File: src/rtl/uart_pkg.sv
// Shared definitions for the FIFO-buffered UART: parity modes, FSM encodings, baud divisor.
// Latency: n/a (constants, types and a constant function only).
// Backpressure: n/a.
`timescale 1ns/1ps
package uart_pkg;

  localparam int PAR_NONE = 0;
  localparam int PAR_ODD  = 1;
  localparam int PAR_EVEN = 2;

  typedef enum logic [2:0] {
    RX_IDLE,
    RX_START,
    RX_DATA,
    RX_PARITY,
    RX_STOP
  } rx_state_t;

  typedef enum logic [2:0] {
    TX_IDLE,
    TX_START,
    TX_DATA,
    TX_PARITY,
    TX_STOP
  } tx_state_t;

  // 16x oversampling tick divisor, truncated, never below 1
  function automatic int calc_div(input int clk_hz, input int baud);
    int d = clk_hz / (baud * 16);
    if (d < 1) d = 1;
    return d;
  endfunction

endpackage

File: src/rtl/uart_sync_fifo.sv
// Generic synchronous first-word fall-through FIFO with full/empty/occupancy outputs.
// Latency: a push is visible at the head the cycle after the push edge; pop_dat is combinational.
// Backpressure: push while full is ignored unless a pop happens in the same cycle; pop while empty is ignored.
`timescale 1ns/1ps
module uart_sync_fifo #(
  parameter int WIDTH = 8,
  parameter int DEPTH = 16
) (
  input  logic                     clk,
  input  logic                     rst_n,
  input  logic                     push,
  input  logic [WIDTH-1:0]         push_dat,
  input  logic                     pop,
  output logic [WIDTH-1:0]         pop_dat,
  output logic                     full,
  output logic                     empty,
  output logic [$clog2(DEPTH):0]   count
);

  localparam int AW = $clog2(DEPTH);

  logic [WIDTH-1:0] mem [DEPTH];
  logic [AW-1:0]    wr_ptr;
  logic [AW-1:0]    rd_ptr;
  logic             do_push;
  logic             do_pop;

  assign empty   = (count == '0);
  assign full    = (count == (AW+1)'(DEPTH));
  assign do_pop  = pop && !empty;
  // A full FIFO can still take a push when the head leaves in the same cycle
  assign do_push = push && (!full || do_pop);
  // Empty head reads as zero so the output is clean out of reset
  assign pop_dat = empty ? '0 : mem[rd_ptr];

  // Pointer and occupancy bookkeeping; pointers wrap naturally
  always_ff @(posedge clk or negedge rst_n) begin
    if (!rst_n) begin
      wr_ptr <= '0;
      rd_ptr <= '0;
      count  <= '0;
    end else begin
      if (do_push) wr_ptr <= wr_ptr + 1'b1;
      if (do_pop)  rd_ptr <= rd_ptr + 1'b1;
      case ({do_push, do_pop})
        2'b10:   count <= count + 1'b1;
        2'b01:   count <= count - 1'b1;
        default: count <= count;
      endcase
    end
  end

  // Storage array, no reset needed since empty masks the head
  always_ff @(posedge clk) begin
    if (do_push) mem[wr_ptr] <= push_dat;
  end

endmodule

File: src/rtl/uart_fifo.sv
// UART with 16x oversampled RX, configurable width/parity/stop bits, and RX/TX FIFOs.
// Latency: RX byte reaches the FIFO head ~3 cycles after the stop-bit midpoint; TX starts on the tick after the push.
// Backpressure: TX_STATUS=0 drops pushes silently; a full RX FIFO drops the byte and sets sticky RX_OVR.
`timescale 1ns/1ps
module uart_fifo
  import uart_pkg::*;
#(
  parameter int CLK_HZ    = 100_000_000,
  parameter int BAUD      = 9600,
  parameter int DATA_W    = 8,
  parameter int PARITY    = 0,
  parameter int STOP_BITS = 1,
  parameter int RX_DEPTH  = 16,
  parameter int TX_DEPTH  = 16
) (
  input  logic                        sysclk,
  input  logic                        reset,
  input  logic                        UART_RX,
  output logic                        UART_TX,
  output logic [DATA_W-1:0]           UART_RXD,
  output logic                        RX_PERR,
  output logic                        RX_FERR,
  output logic                        RX_EFF,
  input  logic                        RX_READ,
  output logic                        RX_OVR,
  output logic [$clog2(RX_DEPTH):0]   RX_COUNT,
  input  logic [DATA_W-1:0]           UART_TXD,
  input  logic                        TX_EN,
  output logic                        TX_STATUS,
  output logic                        TX_BUSY
);

  localparam int DIV = calc_div(CLK_HZ, BAUD);
  localparam int TCW = (DIV > 1) ? $clog2(DIV) : 1;
  localparam int BCW = $clog2(DATA_W);
  localparam logic [BCW-1:0] LAST_BIT  = BCW'(DATA_W - 1);
  localparam logic           STOP_LAST = 1'(STOP_BITS - 1);
  localparam bit             HAS_PAR   = (PARITY != PAR_NONE);
  localparam bit             ODD_PAR   = (PARITY == PAR_ODD);

  // ---------------- tick generator ----------------
  logic [TCW-1:0] tick_cnt;
  logic           tick;

  assign tick = (tick_cnt == TCW'(DIV - 1));

  // Free-running 16x bit-rate tick shared by RX and TX
  always_ff @(posedge sysclk or negedge reset) begin
    if (!reset)    tick_cnt <= '0;
    else if (tick) tick_cnt <= '0;
    else           tick_cnt <= tick_cnt + 1'b1;
  end

  // ---------------- RX path ----------------
  logic rx_meta, rx_sync, rx_prev;
  logic rx_fall;

  assign rx_fall = rx_prev && !rx_sync;

  // Two-flop synchroniser plus one history flop for start-edge detection
  always_ff @(posedge sysclk or negedge reset) begin
    if (!reset) begin
      rx_meta <= 1'b1;
      rx_sync <= 1'b1;
      rx_prev <= 1'b1;
    end else begin
      rx_meta <= UART_RX;
      rx_sync <= rx_meta;
      rx_prev <= rx_sync;
    end
  end

  rx_state_t         rx_state;
  logic [3:0]        rx_tcnt;
  logic [BCW-1:0]    rx_bcnt;
  logic [DATA_W-1:0] rx_shift;
  logic              rx_perr;
  logic              rx_push;
  logic [DATA_W+1:0] rx_push_dat;

  // Receive FSM: validate start at half bit, then sample each bit at its midpoint
  always_ff @(posedge sysclk or negedge reset) begin
    if (!reset) begin
      rx_state    <= RX_IDLE;
      rx_tcnt     <= '0;
      rx_bcnt     <= '0;
      rx_shift    <= '0;
      rx_perr     <= 1'b0;
      rx_push     <= 1'b0;
      rx_push_dat <= '0;
    end else begin
      rx_push <= 1'b0;
      case (rx_state)
        RX_IDLE: begin
          if (rx_fall) begin
            rx_state <= RX_START;
            rx_tcnt  <= '0;
          end
        end
        RX_START: begin
          if (tick) begin
            if (rx_tcnt == 4'd7) begin
              rx_tcnt <= '0;
              if (!rx_sync) begin
                rx_state <= RX_DATA;
                rx_bcnt  <= '0;
                rx_perr  <= 1'b0;
              end else begin
                rx_state <= RX_IDLE;
              end
            end else begin
              rx_tcnt <= rx_tcnt + 1'b1;
            end
          end
        end
        RX_DATA: begin
          if (tick) begin
            rx_tcnt <= rx_tcnt + 1'b1;
            if (rx_tcnt == 4'd15) begin
              rx_shift <= {rx_sync, rx_shift[DATA_W-1:1]};
              rx_bcnt  <= rx_bcnt + 1'b1;
              if (rx_bcnt == LAST_BIT) rx_state <= HAS_PAR ? RX_PARITY : RX_STOP;
            end
          end
        end
        RX_PARITY: begin
          if (tick) begin
            rx_tcnt <= rx_tcnt + 1'b1;
            if (rx_tcnt == 4'd15) begin
              rx_perr  <= ((^rx_shift) ^ rx_sync) != ODD_PAR;
              rx_state <= RX_STOP;
            end
          end
        end
        RX_STOP: begin
          if (tick) begin
            rx_tcnt <= rx_tcnt + 1'b1;
            if (rx_tcnt == 4'd15) begin
              rx_push     <= 1'b1;
              rx_push_dat <= {!rx_sync, rx_perr, rx_shift};
              rx_state    <= RX_IDLE;
            end
          end
        end
        default: rx_state <= RX_IDLE;
      endcase
    end
  end

  logic [DATA_W+1:0] rx_head;
  logic              rx_full;
  logic              rx_empty;

  uart_sync_fifo #(
    .WIDTH (DATA_W + 2),
    .DEPTH (RX_DEPTH)
  ) u_rx_fifo (
    .clk      (sysclk),
    .rst_n    (reset),
    .push     (rx_push),
    .push_dat (rx_push_dat),
    .pop      (RX_READ),
    .pop_dat  (rx_head),
    .full     (rx_full),
    .empty    (rx_empty),
    .count    (RX_COUNT)
  );

  assign UART_RXD = rx_head[DATA_W-1:0];
  assign RX_PERR  = rx_head[DATA_W];
  assign RX_FERR  = rx_head[DATA_W+1];
  assign RX_EFF   = !rx_empty;

  // Sticky overrun: set on a dropped byte, cleared by the first effective read
  always_ff @(posedge sysclk or negedge reset) begin
    if (!reset)                              RX_OVR <= 1'b0;
    else if (rx_push && rx_full && !RX_READ) RX_OVR <= 1'b1;
    else if (RX_READ && !rx_empty)           RX_OVR <= 1'b0;
  end

  // ---------------- TX path ----------------
  logic [DATA_W-1:0]         tx_head;
  logic                      tx_full;
  logic                      tx_empty;
  logic [$clog2(TX_DEPTH):0] tx_count;
  logic                      tx_pop;
  logic                      tx_frame_end;

  tx_state_t         tx_state;
  logic [3:0]        tx_tcnt;
  logic [BCW-1:0]    tx_bcnt;
  logic [DATA_W-1:0] tx_shift;
  logic              tx_par;
  logic              tx_stop_idx;
  logic              tx_line;

  uart_sync_fifo #(
    .WIDTH (DATA_W),
    .DEPTH (TX_DEPTH)
  ) u_tx_fifo (
    .clk      (sysclk),
    .rst_n    (reset),
    .push     (TX_EN),
    .push_dat (UART_TXD),
    .pop      (tx_pop),
    .pop_dat  (tx_head),
    .full     (tx_full),
    .empty    (tx_empty),
    .count    (tx_count)
  );

  assign tx_frame_end = tick && (tx_state == TX_STOP) && (tx_tcnt == 4'd15) &&
                        (tx_stop_idx == STOP_LAST);
  // Next frame is fetched on a tick, either from idle or straight out of the last stop bit
  assign tx_pop = !tx_empty && ((tx_state == TX_IDLE && tick) || tx_frame_end);

  // Transmit FSM with registered line output; each bit spans 16 ticks
  always_ff @(posedge sysclk or negedge reset) begin
    if (!reset) begin
      tx_state    <= TX_IDLE;
      tx_tcnt     <= '0;
      tx_bcnt     <= '0;
      tx_shift    <= '0;
      tx_par      <= 1'b0;
      tx_stop_idx <= 1'b0;
      tx_line     <= 1'b1;
    end else if (tx_pop) begin
      tx_state <= TX_START;
      tx_tcnt  <= '0;
      tx_shift <= tx_head;
      tx_par   <= ODD_PAR ? ~^tx_head : ^tx_head;
      tx_line  <= 1'b0;
    end else if (tick) begin
      case (tx_state)
        TX_IDLE: tx_line <= 1'b1;
        TX_START: begin
          tx_tcnt <= tx_tcnt + 1'b1;
          if (tx_tcnt == 4'd15) begin
            tx_state <= TX_DATA;
            tx_bcnt  <= '0;
            tx_line  <= tx_shift[0];
          end
        end
        TX_DATA: begin
          tx_tcnt <= tx_tcnt + 1'b1;
          if (tx_tcnt == 4'd15) begin
            if (tx_bcnt == LAST_BIT) begin
              tx_stop_idx <= 1'b0;
              if (HAS_PAR) begin
                tx_state <= TX_PARITY;
                tx_line  <= tx_par;
              end else begin
                tx_state <= TX_STOP;
                tx_line  <= 1'b1;
              end
            end else begin
              tx_bcnt  <= tx_bcnt + 1'b1;
              tx_shift <= tx_shift >> 1;
              tx_line  <= tx_shift[1];
            end
          end
        end
        TX_PARITY: begin
          tx_tcnt <= tx_tcnt + 1'b1;
          if (tx_tcnt == 4'd15) begin
            tx_state    <= TX_STOP;
            tx_stop_idx <= 1'b0;
            tx_line     <= 1'b1;
          end
        end
        TX_STOP: begin
          tx_tcnt <= tx_tcnt + 1'b1;
          if (tx_tcnt == 4'd15) begin
            if (tx_stop_idx == STOP_LAST) tx_state    <= TX_IDLE;
            else                          tx_stop_idx <= 1'b1;
          end
        end
        default: begin
          tx_state <= TX_IDLE;
          tx_line  <= 1'b1;
        end
      endcase
    end
  end

  assign UART_TX   = tx_line;
  assign TX_STATUS = !tx_full;
  assign TX_BUSY   = (tx_state != TX_IDLE) || (tx_count != '0);

endmodule

File: config.mk
export PLATFORM = sky130hd
export DESIGN_NAME = uart_fifo
export DESIGN_NICKNAME = d
export VERILOG_FILES = /design/src/rtl/uart_pkg.sv /design/src/rtl/uart_sync_fifo.sv /design/src/rtl/uart_fifo.sv
export SDC_FILE = /design/constraint.sdc
export NUM_CORES = 1
export LEC_CHECK = 0
export BUFFER_PORTS_ARGS = -buffer_cell sky130_fd_sc_hd__buf_2
export CAP_MARGIN = 20
export CORE_UTILIZATION = 39
export CTS_BUF_LIST = sky130_fd_sc_hd__clkbuf_4
export DETAILED_ROUTE_END_ITERATION = 10
export GPL_TIMING_DRIVEN = 0
export SYNTH_ARGS = -nofsm -noshare
export SYNTH_HDL_FRONTEND = slang
export SYNTH_HIERARCHICAL = 1
export SYNTH_SLANG_ARGS = --single-unit
File: constraint.sdc
create_clock -name sysclk -period 3.16 [get_ports sysclk]
set_input_delay 0.632 -clock sysclk [delete_from_list [all_inputs] [get_ports sysclk]]
set_output_delay 0.632 -clock sysclk [all_outputs]
set_load 0.1 [all_outputs]
# Word-level counts from Yosys, hierarchy flattened
# Memory sizes are Yosys's and may differ from the RTL's.
# Index checks and enable logic that the tools add are counted.
# totals
word_cells	221
ramBits	288
in_bits	13
regBits	90
n_memories	2
# classes
eq_ne	47
muxes	77
bitwise_logic	3
n_addsub	13
reduce_logical	55
# memory_table
memory	depth	word_bits	read_ports	rd_clocked_by_memory_dff	write_ports	line	source
u_rx_fifo.mem	16	10	1	0	1	uart_sync_fifo.sv:22	logic [WIDTH-1:0] mem [DEPTH];
u_tx_fifo.mem	16	8	1	0	1	uart_sync_fifo.sv:22	
# ops
op	count
$mux W3	26
$mux W8	6
$ne A2 B2 Y1 const B	16
$pmux W3 S5	2
$mux W4	7
$mux W1	25
$add A4 B1 Y4 const B	6
$mux W10	2
$pmux W5 S2	2
$reduce_bool A2 Y1	10
$reduce_and A6 Y1	3
$ne A3 B2 Y1 const B	5
$eq A3 B2 Y1 const B	4
$eq A3 B3 Y1 const B	4
$logic_and A1 B1 Y1	12
$pmux W3 S2	2
$pmux W4 S3	1
$add A10 B1 Y10 const B	1
$add A5 B1 Y5 const B	2
$eq A10 B10 Y1 const B	1
$eq A5 B5 Y1 const B	2
$logic_not A5 Y1	2
$ne A2 B1 Y1 const B	5
$reduce_and A10 Y1	1
other kinds (28)	48

# Logic depth before layout (Yosys ltp)
# logic_depth
depth_word	11
ltp_mapped	13
ltp_nobuf	13

# By module
# Netlist, hierarchy kept.
# by_module_without_submodules
module	area_per_inst_um2	cells_per_inst	n_inst
uart_sync_fifo (u_rx_fifo)	7071.8	352	1
uart_sync_fifo (u_tx_fifo)	5836.8	297	1
uart_fifo	3114.2	297	1

# Worst setup path before layout
# Ideal clock, no wire load.
# synth_timing
path_kind	flip-flop to output port
from	reg u_rx_fifo.count[1]
to	out RX_PERR
stages_incl_launch_ff	6
arrival_time_ns	3.163
path_slack_ns	-0.635
required_time_ns	2.528
path_cell_list	dfrtp_1 nor4_4 nand2b_1 clkbuf_1 o21ai_1 a21oi_1
# synth_between
elab_chain_len	2
# synth_lines
element	line	source
start, declared	uart_sync_fifo.sv:17	output logic [$clog2(DEPTH):0] count
start signal, assigned	uart_sync_fifo.sv:46	2'b10: count <= count + 1'b1;
start signal, assigned	uart_sync_fifo.sv:47	2'b01: count <= count - 1'b1;
start signal, assigned	uart_sync_fifo.sv:48	default: count <= count;
$logic_not A5 Y1	uart_sync_fifo.sv:28	assign empty = (count == '0);
$mux W10	uart_sync_fifo.sv:34	assign pop_dat = empty ? '0 : mem[rd_ptr];
end, declared	uart_fifo.sv:21	output logic RX_PERR,
# No other way between the ends.

# Worst setup path in the final report
# layout_timing
from	reg u_rx_fifo.rd_ptr[1]
to	out UART_RXD[3]
# layout_between
elab_chain_len	2
# layout_lines
element	line	source
start, declared	uart_sync_fifo.sv:24	logic [AW-1:0] rd_ptr;
start signal, assigned	uart_sync_fifo.sv:44	if (do_pop) rd_ptr <= rd_ptr + 1'b1;
$mem_v2 Z16 W10	n/a	
$mux W10	uart_sync_fifo.sv:34	
end, declared	uart_fifo.sv:20	output logic [DATA_W-1:0] UART_RXD,
# No other way between the ends.

==> impl_metrics.json <==
{
  "outcome": "complete, but fails checks",
  "violations": "setup timing",
  "tightest_slew_ps": 1090,
  "worst_slack_ps": -167,
  "p_leak_nw": 7.27,
  "synth_edf_count": 288,
  "ys_seq_area_share_pct": 67.9,
  "max-vdd-ir-drop_mv": 0.458,
  "syn_nets": 985,
  "yosysMostFrequentCell": "edfxtp_1",
  "ys_ff_latch": 377,
  "cp_data_arrival_time_ps": 2700,
  "multiInputGateArea_sq_um": 5110,
  "h-tree-depth": 3,
  "area_growth_pct": 18.8,
  "fin_skew_ps": 46.1,
  "start_kind": "register",
  "critPathBufInv": 3,
  "fin_crit_ps": 3330,
  "std_cell_rows": 73,
  "core_area_sq_um": 40100,
  "worst_hold_slack_ps": 271,
  "cts_tree": "yes",
  "critPathTopFamily": "multiplexers",
  "cpPeakStageDelay_ps": 510,
  "crit_type": "register to primary output",
  "path_cells": "buf_6 > clkbuf_16 > mux4_2 > mux2_4 > o21ai_4 > a21oi_4 > buf_12",
  "layout.area.seq_sq_um": 10900,
  "drt-pass1-iter-count": 4,
  "syn_area_sq_um": 16000,
  "antenna_found_initial": 1,
  "grt_pass1_vias": 9126,
  "yosysTopAreaCell": "edfxtp_1",
  "cp.required_ps": 2530,
  "place_area_sq_um": 17100,
  "setup_viol": 10,
  "dr_total_vias": 8654,
  "grt.overflow.total": 0,
  "dp_hpwl_um": 20600,
  "crit_path_end_kind": "primary output",
  "max_cap_violations": 0,
  "critPathMaxFanout": 6,
  "portBuffers": 32,
  "die_h_um": 205,
  "drc": 0,
  "drive_above_1_share_pct": 35.9,
  "fin_crit_sh_pct": 105,
  "clk_latency_ps": 760,
  "dpl_worst_slack_ps": -692,
  "utilization_pct": 47.5,
  "ys_async_sr_fraction_pct": 23.6,
  "gp_congestion": 0.771,
  "yosysWarningCount": 6,
  "synth_area_per_cell_sq_um": 16.9,
  "wl_um": 32000,
  "cts.sinks": 377,
  "synth_common_cells": "edfxtp_1 (288), dfrtp_1 (85), mux4_2 (62)",
  "synth_cell_type_count": 63,
  "path_clk_slew_ps": 70,
  "ant_nets": 0,
  "grt_start_max_net_pins": 69,
  "via_per_inst": 5.06,
  "relSlewSlack_pct": 27.2,
  "netlist.area_leader.share_pct": 54.0,
  "wl_per_cell_um": 18.7,
  "grt_pass1_wl_um": 50300,
  "grt_setup_unrepaired": "yes",
  "final_nets": 1144,
  "synth_area_leaders": "edfxtp_1 (54%), dfrtp_1 (13%), mux4_2 (8.7%), mux2_2 (2.6%), ha_1 (1.9%)",
  "syn-instance-count": 946,
  "fillers": 3436,
  "die_area_sq_um": 41900,
  "root_buffer": "clkbuf_4",
  "hp-class": "input port to register",
  "slowest_stage": "mux4_2",
  "initial_core_util_pct": 40.0,
  "drt_iter0_markers": 431,
  "design_area_sq_um": 19000,
  "ys.flop_type": "edfxtp_1",
  "pin_count": 33,
  "cts_buffer_depth": 3,
  "die_w_um": 205,
  "fmax_mhz": 301,
  "finalHoldViolCount": 0,
  "numCtsBuffers": 96,
  "grtUsageTotal_pct": 16.0,
  "powerDensity_nw_per_um2": 724,
  "slew_viol_final": 0
}
-- cell usage in the layout (no fill, tap or decap), types with 15 or more instances in the layout --
cell type  instances
edfxtp_1         288
clkbuf_4         155
dfrtp_1           83
mux4_2            63
nor2_1            36
nand2_1           33
mux2_2            32
xnor2_1           30
buf_4             30
a21oi_1           28
buf_2             28
o21ai_0           22
mux2i_1           22
ha_1              22
inv_1             21
nand3_1           17
clkbuf_1          16
clkinv_1          15
-- where the power goes --
group / leakage, nW / switching (mW) / internal (mW)
Combinational: 2.29 / 2.18 / 1.31
Clock: 0.801 / 1.93 / 2.52
Sequential: 4.18 / 0.220 / 5.62
Total: 7.27 / 4.33 / 9.45
-- final timing paths --
path / startpoint / endpoint / slack [ps] / depth (start not counted)
worst max register to register: tick_cnt[8] / u_tx_fifo/count[4] / 180 / 12
worst min register to register: rx_meta / rx_sync / 350 / 0
worst max-delay path: u_rx_fifo/rd_ptr[1] / UART_RXD[3] / -170 / 7
worst min-delay path: UART_TXD[6] / u_tx_fifo/mem[10][6] / 270 / 1
min in group asynchronous: reset / rx_push_dat[4] / 340 / 2
max in group asynchronous: reset / u_tx_fifo/rd_ptr[0] / 2110 / 3
-- routing by layer --
layer	share of wire [%]	vias to the layer above	wire (um)	track usage (%)
met2	50	163	16000	26.4
met1	44	4359	14200	20.6
met3	4.0	46	1270	3.50
li1	-	4086	-	-
met5	0	-	0	0
met4	1.8	0	574	6.18
-- registers in the layout (all words and copies together) (netlist names), 5 cells and up --
name             flops
rx_push_dat         10
rx_shift             8
tick_cnt            10
tx_shift             8
u_rx_fifo/count      5
u_rx_fifo/mem      160
u_tx_fifo/count      5
u_tx_fifo/mem      128
-- cell type report --
cell class / count / share of cell area, %
tap: 525 / 3.45
timing repair buffer: 61 / 3.13
antenna: 1 / 0.0131
sequential: 377 / 57.2
buffer: 45 / 1.69
clock inverter: 24 / 1.11
inverter: 25 / 0.519
multi-input combinational: 499 / 26.9
clock buffer: 153 / 6.04
-- cell families (layout without fill, tap and decap cells) --
family	after synthesis	count (layout)	share of synthesized area (%)
XOR/XNOR	40	40	2.19
multiplexers	145	145	15.3
AND/OR/NAND/NOR	176	176	6.04
flip-flops	377	377	67.9
buffers and inverters	70	308	2.32
AO/OA/AOI/OAI	112	112	4.17
other	0	1	0
adder cells (fa/ha/maj)	26	26	2.12
-- timing repair --
item / 4_1_cts / 5_1_grt
hold buffers: 2 / 0
gates cloned: 0 / 2
pin swaps: 3 / 4
buffers inserted: 8 / 8
resized for setup: 86 / 25
endpoints found under the setup margin: 140 / 22
endpoints found under the hold margin: 22 / 0
-- stage by stage --
stage               TNS, ps  std cells  total power, mW
floorplan             -22.4        946             8.18
global placement     -78420       1503             8.80
detailed placement   -61810       1512             8.85
CTS                   -2430       1699             13.8
global route          -2790       1710             14.5
finish                -1400       1710             13.8
Note: power is estimated with default switching activity, not from simulation.
